## src/rtl/demlen_4bit_mod10.sv

```systemverilog
// demlen_4bit_mod10 -- free-running modulo-MODULUS up counter with
// terminal-count decode. Any out-of-range count returns to zero on the next
// edge. Optional seven-segment decode of the count is enabled by defining
// the macro DEMLEN_SEG7_EN, which adds the SEG output.
module demlen_4bit_mod10 #(
  parameter int MODULUS = 10,
  parameter int WIDTH   = 4
) (
  input  logic             Clk,
  input  logic             RST,
  output logic [WIDTH-1:0] OUT,
`ifdef DEMLEN_SEG7_EN
  output logic [6:0]       SEG,
`endif
  output logic             TC
);

  // Last legal count; anything at or above it wraps to zero.
  localparam logic [WIDTH-1:0] LAST = WIDTH'(MODULUS - 1);

  logic [WIDTH-1:0] cnt_p0;

  // Count register: async clear, otherwise increment below LAST and wrap at
  // or above LAST, which also recovers from illegal states in one edge.
  always_ff @(posedge Clk or negedge RST) begin
    if (!RST) begin
      cnt_p0 <= '0;
    end else if (cnt_p0 < LAST) begin
      cnt_p0 <= cnt_p0 + WIDTH'(1);
    end else begin
      cnt_p0 <= '0;
    end
  end

  assign OUT = cnt_p0;

  // Terminal count decoded from the registered value; illegal states never
  // match LAST, so TC stays low there.
  always_comb begin
    TC = (cnt_p0 == LAST);
  end

`ifdef DEMLEN_SEG7_EN
  // Hex glyph lookup, segments ordered {g,f,e,d,c,b,a}, active high.
  function automatic logic [6:0] seg7(input logic [3:0] v);
    logic [6:0] s;
    case (v)
      4'h0: s = 7'b0111111;
      4'h1: s = 7'b0000110;
      4'h2: s = 7'b1011011;
      4'h3: s = 7'b1001111;
      4'h4: s = 7'b1100110;
      4'h5: s = 7'b1101101;
      4'h6: s = 7'b1111101;
      4'h7: s = 7'b0000111;
      4'h8: s = 7'b1111111;
      4'h9: s = 7'b1101111;
      4'hA: s = 7'b1110111;
      4'hB: s = 7'b1111100;
      4'hC: s = 7'b0111001;
      4'hD: s = 7'b1011110;
      4'hE: s = 7'b1111001;
      default: s = 7'b1110001;
    endcase
    return s;
  endfunction

  logic [3:0] seg_idx;

  // Segment drive follows the count directly; a cleared count shows "0".
  always_comb begin
    seg_idx = 4'(cnt_p0);
    SEG     = seg7(seg_idx);
  end
`endif

endmodule

```

## config.mk

```make
export PLATFORM = sky130hd
export DESIGN_NAME = demlen_4bit_mod10
export DESIGN_NICKNAME = d
export VERILOG_FILES = /design/src/rtl/demlen_4bit_mod10.sv
export SDC_FILE = /design/constraint.sdc
export NUM_CORES = 1
export LEC_CHECK = 0
export CORE_AREA = 2 2 39 41
export DETAILED_ROUTE_END_ITERATION = 6
export DIE_AREA = 0 0 41 43
export HOLD_SLACK_MARGIN = 0.15
export PLACE_DENSITY = 0.38
export SYNTH_ARGS = -nofsm -noshare
export SYNTH_HDL_FRONTEND = slang
export SYNTH_SLANG_ARGS = --single-unit
```

## constraint.sdc

```tcl
create_clock -name Clk -period 1.7 [get_ports Clk]
set_clock_uncertainty 0.2 [all_clocks]
set_input_delay 0.255 -clock Clk [delete_from_list [all_inputs] [get_ports Clk]]
set_output_delay 0.255 -clock Clk [all_outputs]
set_load 0.005 [all_outputs]
```

==> results.txt, run 1 <==
FF/Latch Area = 103 sq um
launch point of the worst path = OUT[1]$_DFF_PN0_
syn_nets = 24
first-pass GRT wire length = 648 um
n_diodes = 0
r2r startpoint = OUT[0]$_DFF_PN0_
Num CTS Buffers = 3
area of the multi-input gates = 105 sq um
hold-critical path endpoint = OUT[2]$_DFF_PN0_
placed inst area = 308 sq um
largest net degree at the start of global routing = 8
max-slew violation count = 0
routability cong. = 0.608
Placed Cells = 43
PD cells = 630 nW/um^2
DRT Pass-1 Iters = 2
Max-Cap Viols = 0
wire per inst = 8.60 um
initial antenna violation count = 0
Req. time, crit path = 1.24 ns
DIE WIDTH = 41 um
initial core utilization = 0.154
final setup violation count = 0
DIE AREA = 1760 sq um
run status = finished, final reports clean
Ports = 7
top cells by area, synth = dfrtp_1 (47%), ha_1 (18%), nor2b_1 (5.9%), a32o_2 (5.3%), o2bb2ai_1 (4.1%)
WS Path Type = flop to output port
Hold Path Origin = OUT[3]$_DFF_PN0_
Design Area, Final = 340 sq um
share of layout cells above drive strength 1 = 0.290
sequential-to-total area share from yosys stat = 0.471
Syn Area/Cell = 11.2 sq um
worst-path maximum fanout = 3
share of the synthesized area in the top cell type = 0.471
Lkg Pwr = 0.155 nW
Min Clock Period, post-route = 1.63 ns
Max Clk Rate = 614 MHz
buffers added on ports = 6
TritonCTS clock tree = done
vias in the first global route = 166
Hold WC Path Type = flop to flop
overall power = 215 uW
worst reg2reg setup slack = 0.31 ns
Post-Route Setup TNS = 0 ns
R2R depth = 5
Via density = 3.62
post-route ant nets = 0
Synth Cell Area = 213 sq um
hold path depth = 1
drt total wl = 404 um
max_slew headroom = 0.882
Yosys cell types = 12
net count reported at finish = 38
RSZ-0062 raised after global routing = no
Layout area overhead = 60.0%
root buffer cell = clkbuf_4
post-layout util = 0.246
DRC = 0
FF-to-FF End = OUT[3]$_DFF_PN0_
DR iter-0 viols = 2
worst vdd ir = 0.252 mV
Worst Max-Slew Pin Slew = 0.176 ns
Layout fillers = 148
Synth Instances = 19
total number of yosys warnings = 0
CTS H-Tree Depth = 1
DPL Wire Length = 332 um
critical path capture point type = output port
vias = 170
Die Y = 43 um
total track usage = 0.0575
Critical Path AT = 1.17 ns
period utilization = 0.959
clk buf depth = 2
core area = 1380 sq um
total clock sinks = 4
max reg flops = 4
Finished Layout Cells = 47
area leader, netlist = dfrtp_1
Reg clk slew, reported paths = 0.04 ns
clock latency on the worst-skew pair = 0.23 ns
CP Launch Type = flop
row count = 14
Synth Register Bits = 4
grt ovf = 0
Fin. Hold Viols = 0
metal layers:
metal | GRT usage | share of wire | vias to the layer above
met5 | 0 | 0 | -
met4 | 0.0400 | 0 | 0
met3 | 0.0314 | 0.11 | 0
met2 | 0.0750 | 0.44 | 7
met1 | 0.0684 | 0.46 | 76
li1 | - | - | 87
synth_stat cells:
| cell type | n |
|---|---|
| nand2b_1 | 1 |
| o2bb2ai_1 | 1 |
| dfrtp_1 | 4 |
| a21boi_0 | 1 |
| xnor2_1 | 1 |
| a32o_2 | 1 |
| inv_1 | 2 |
| nor2b_1 | 2 |
| a21oi_1 | 1 |
| nor2_1 | 1 |
| nand2_1 | 1 |
| ha_1 | 3 |
layout make-up:
cell class	count	area share
Clock buffer	3	0.0662
Inverter	2	0.0221
Multi-Input combinational cell	13	0.309
Sequential cell	4	0.301
Tap cell	16	0.0588
Timing Repair Buffer	9	0.243
stage by stage:
stage               setup WS (ns)  hold slack [ns]
finish                     0.0704            0.328
CTS                        0.0197            0.373
global placement           0.0525            0.271
floorplan                   0.387           -0.241
detailed placement         0.0427            0.270
global route               0.0155            0.374
worst max-delay path, cell delays in order, from the launching register on:
cell	delay (ns)
dfrtp_1	0.34
buf_4	0.12
clkdlybuf4s50_1	0.49
worst max-delay path by stage:
stage | endpoint | slack (ns) | depth (start not counted)
after floorplan | OUT[3]$_DFF_PN0_ | 0.39 | 4
after global placement | TC | 0.05 | 5
after detailed placement | TC | 0.04 | 5
after CTS | OUT[3] | 0.02 | 1
after global routing | OUT[1] | 0.02 | 2
final | OUT[1] | 0.07 | 2
logic make-up (layout without fill, tap and decap cells):
logic type | after synthesis | count (layout) | synth area share
and+or+nand+nor | 5 | 5 | 0.124
adders and majority gates | 3 | 3 | 0.176
buffers and inverters | 2 | 14 | 0.0353
AOI/OAI and AO/OA | 4 | 4 | 0.153
DFF | 4 | 4 | 0.471
xor gates and xnor gates | 1 | 1 | 0.0412
repair_timing:
action	4_1_cts	5_1_grt
setup endpoints to repair	1	4
buffers inserted	0	0
hold buffers	1	0
resized for setup	1	5
hold endpoints to repair	4	0
power by group:
part,switching (mW),internal [mW]
sequential,0,0.0957
combinational,0.00186,0.00352
clock,0.0347,0.0787
total,0.0366,0.178
cells in the final DEF, fill, tap and decap left out, types with 2 or more instances in the layout:
cell / synthesis / routed
dfrtp_1: 4 / 2
dfrtp_2: 0 / 2
clkdlybuf4s50_1: 0 / 4
inv_1: 2 / 2
clkbuf_4: 0 / 3
ha_1: 3 / 3
buf_4: 0 / 2
nor2b_1: 2 / 2
Note: power is estimated with default switching activity, not from simulation.
==> inputs of run 2 (changes only) <==
--- a/config.mk
+++ b/config.mk
@@ -13,3 +13,4 @@
 export SYNTH_ARGS = -nofsm -noshare
 export SYNTH_HDL_FRONTEND = slang
 export SYNTH_SLANG_ARGS = --single-unit
+export TNS_END_PERCENT = 20
==> results of run 2 <==
Same layout as run 1: the final DEF is identical, and so are final timing and power.
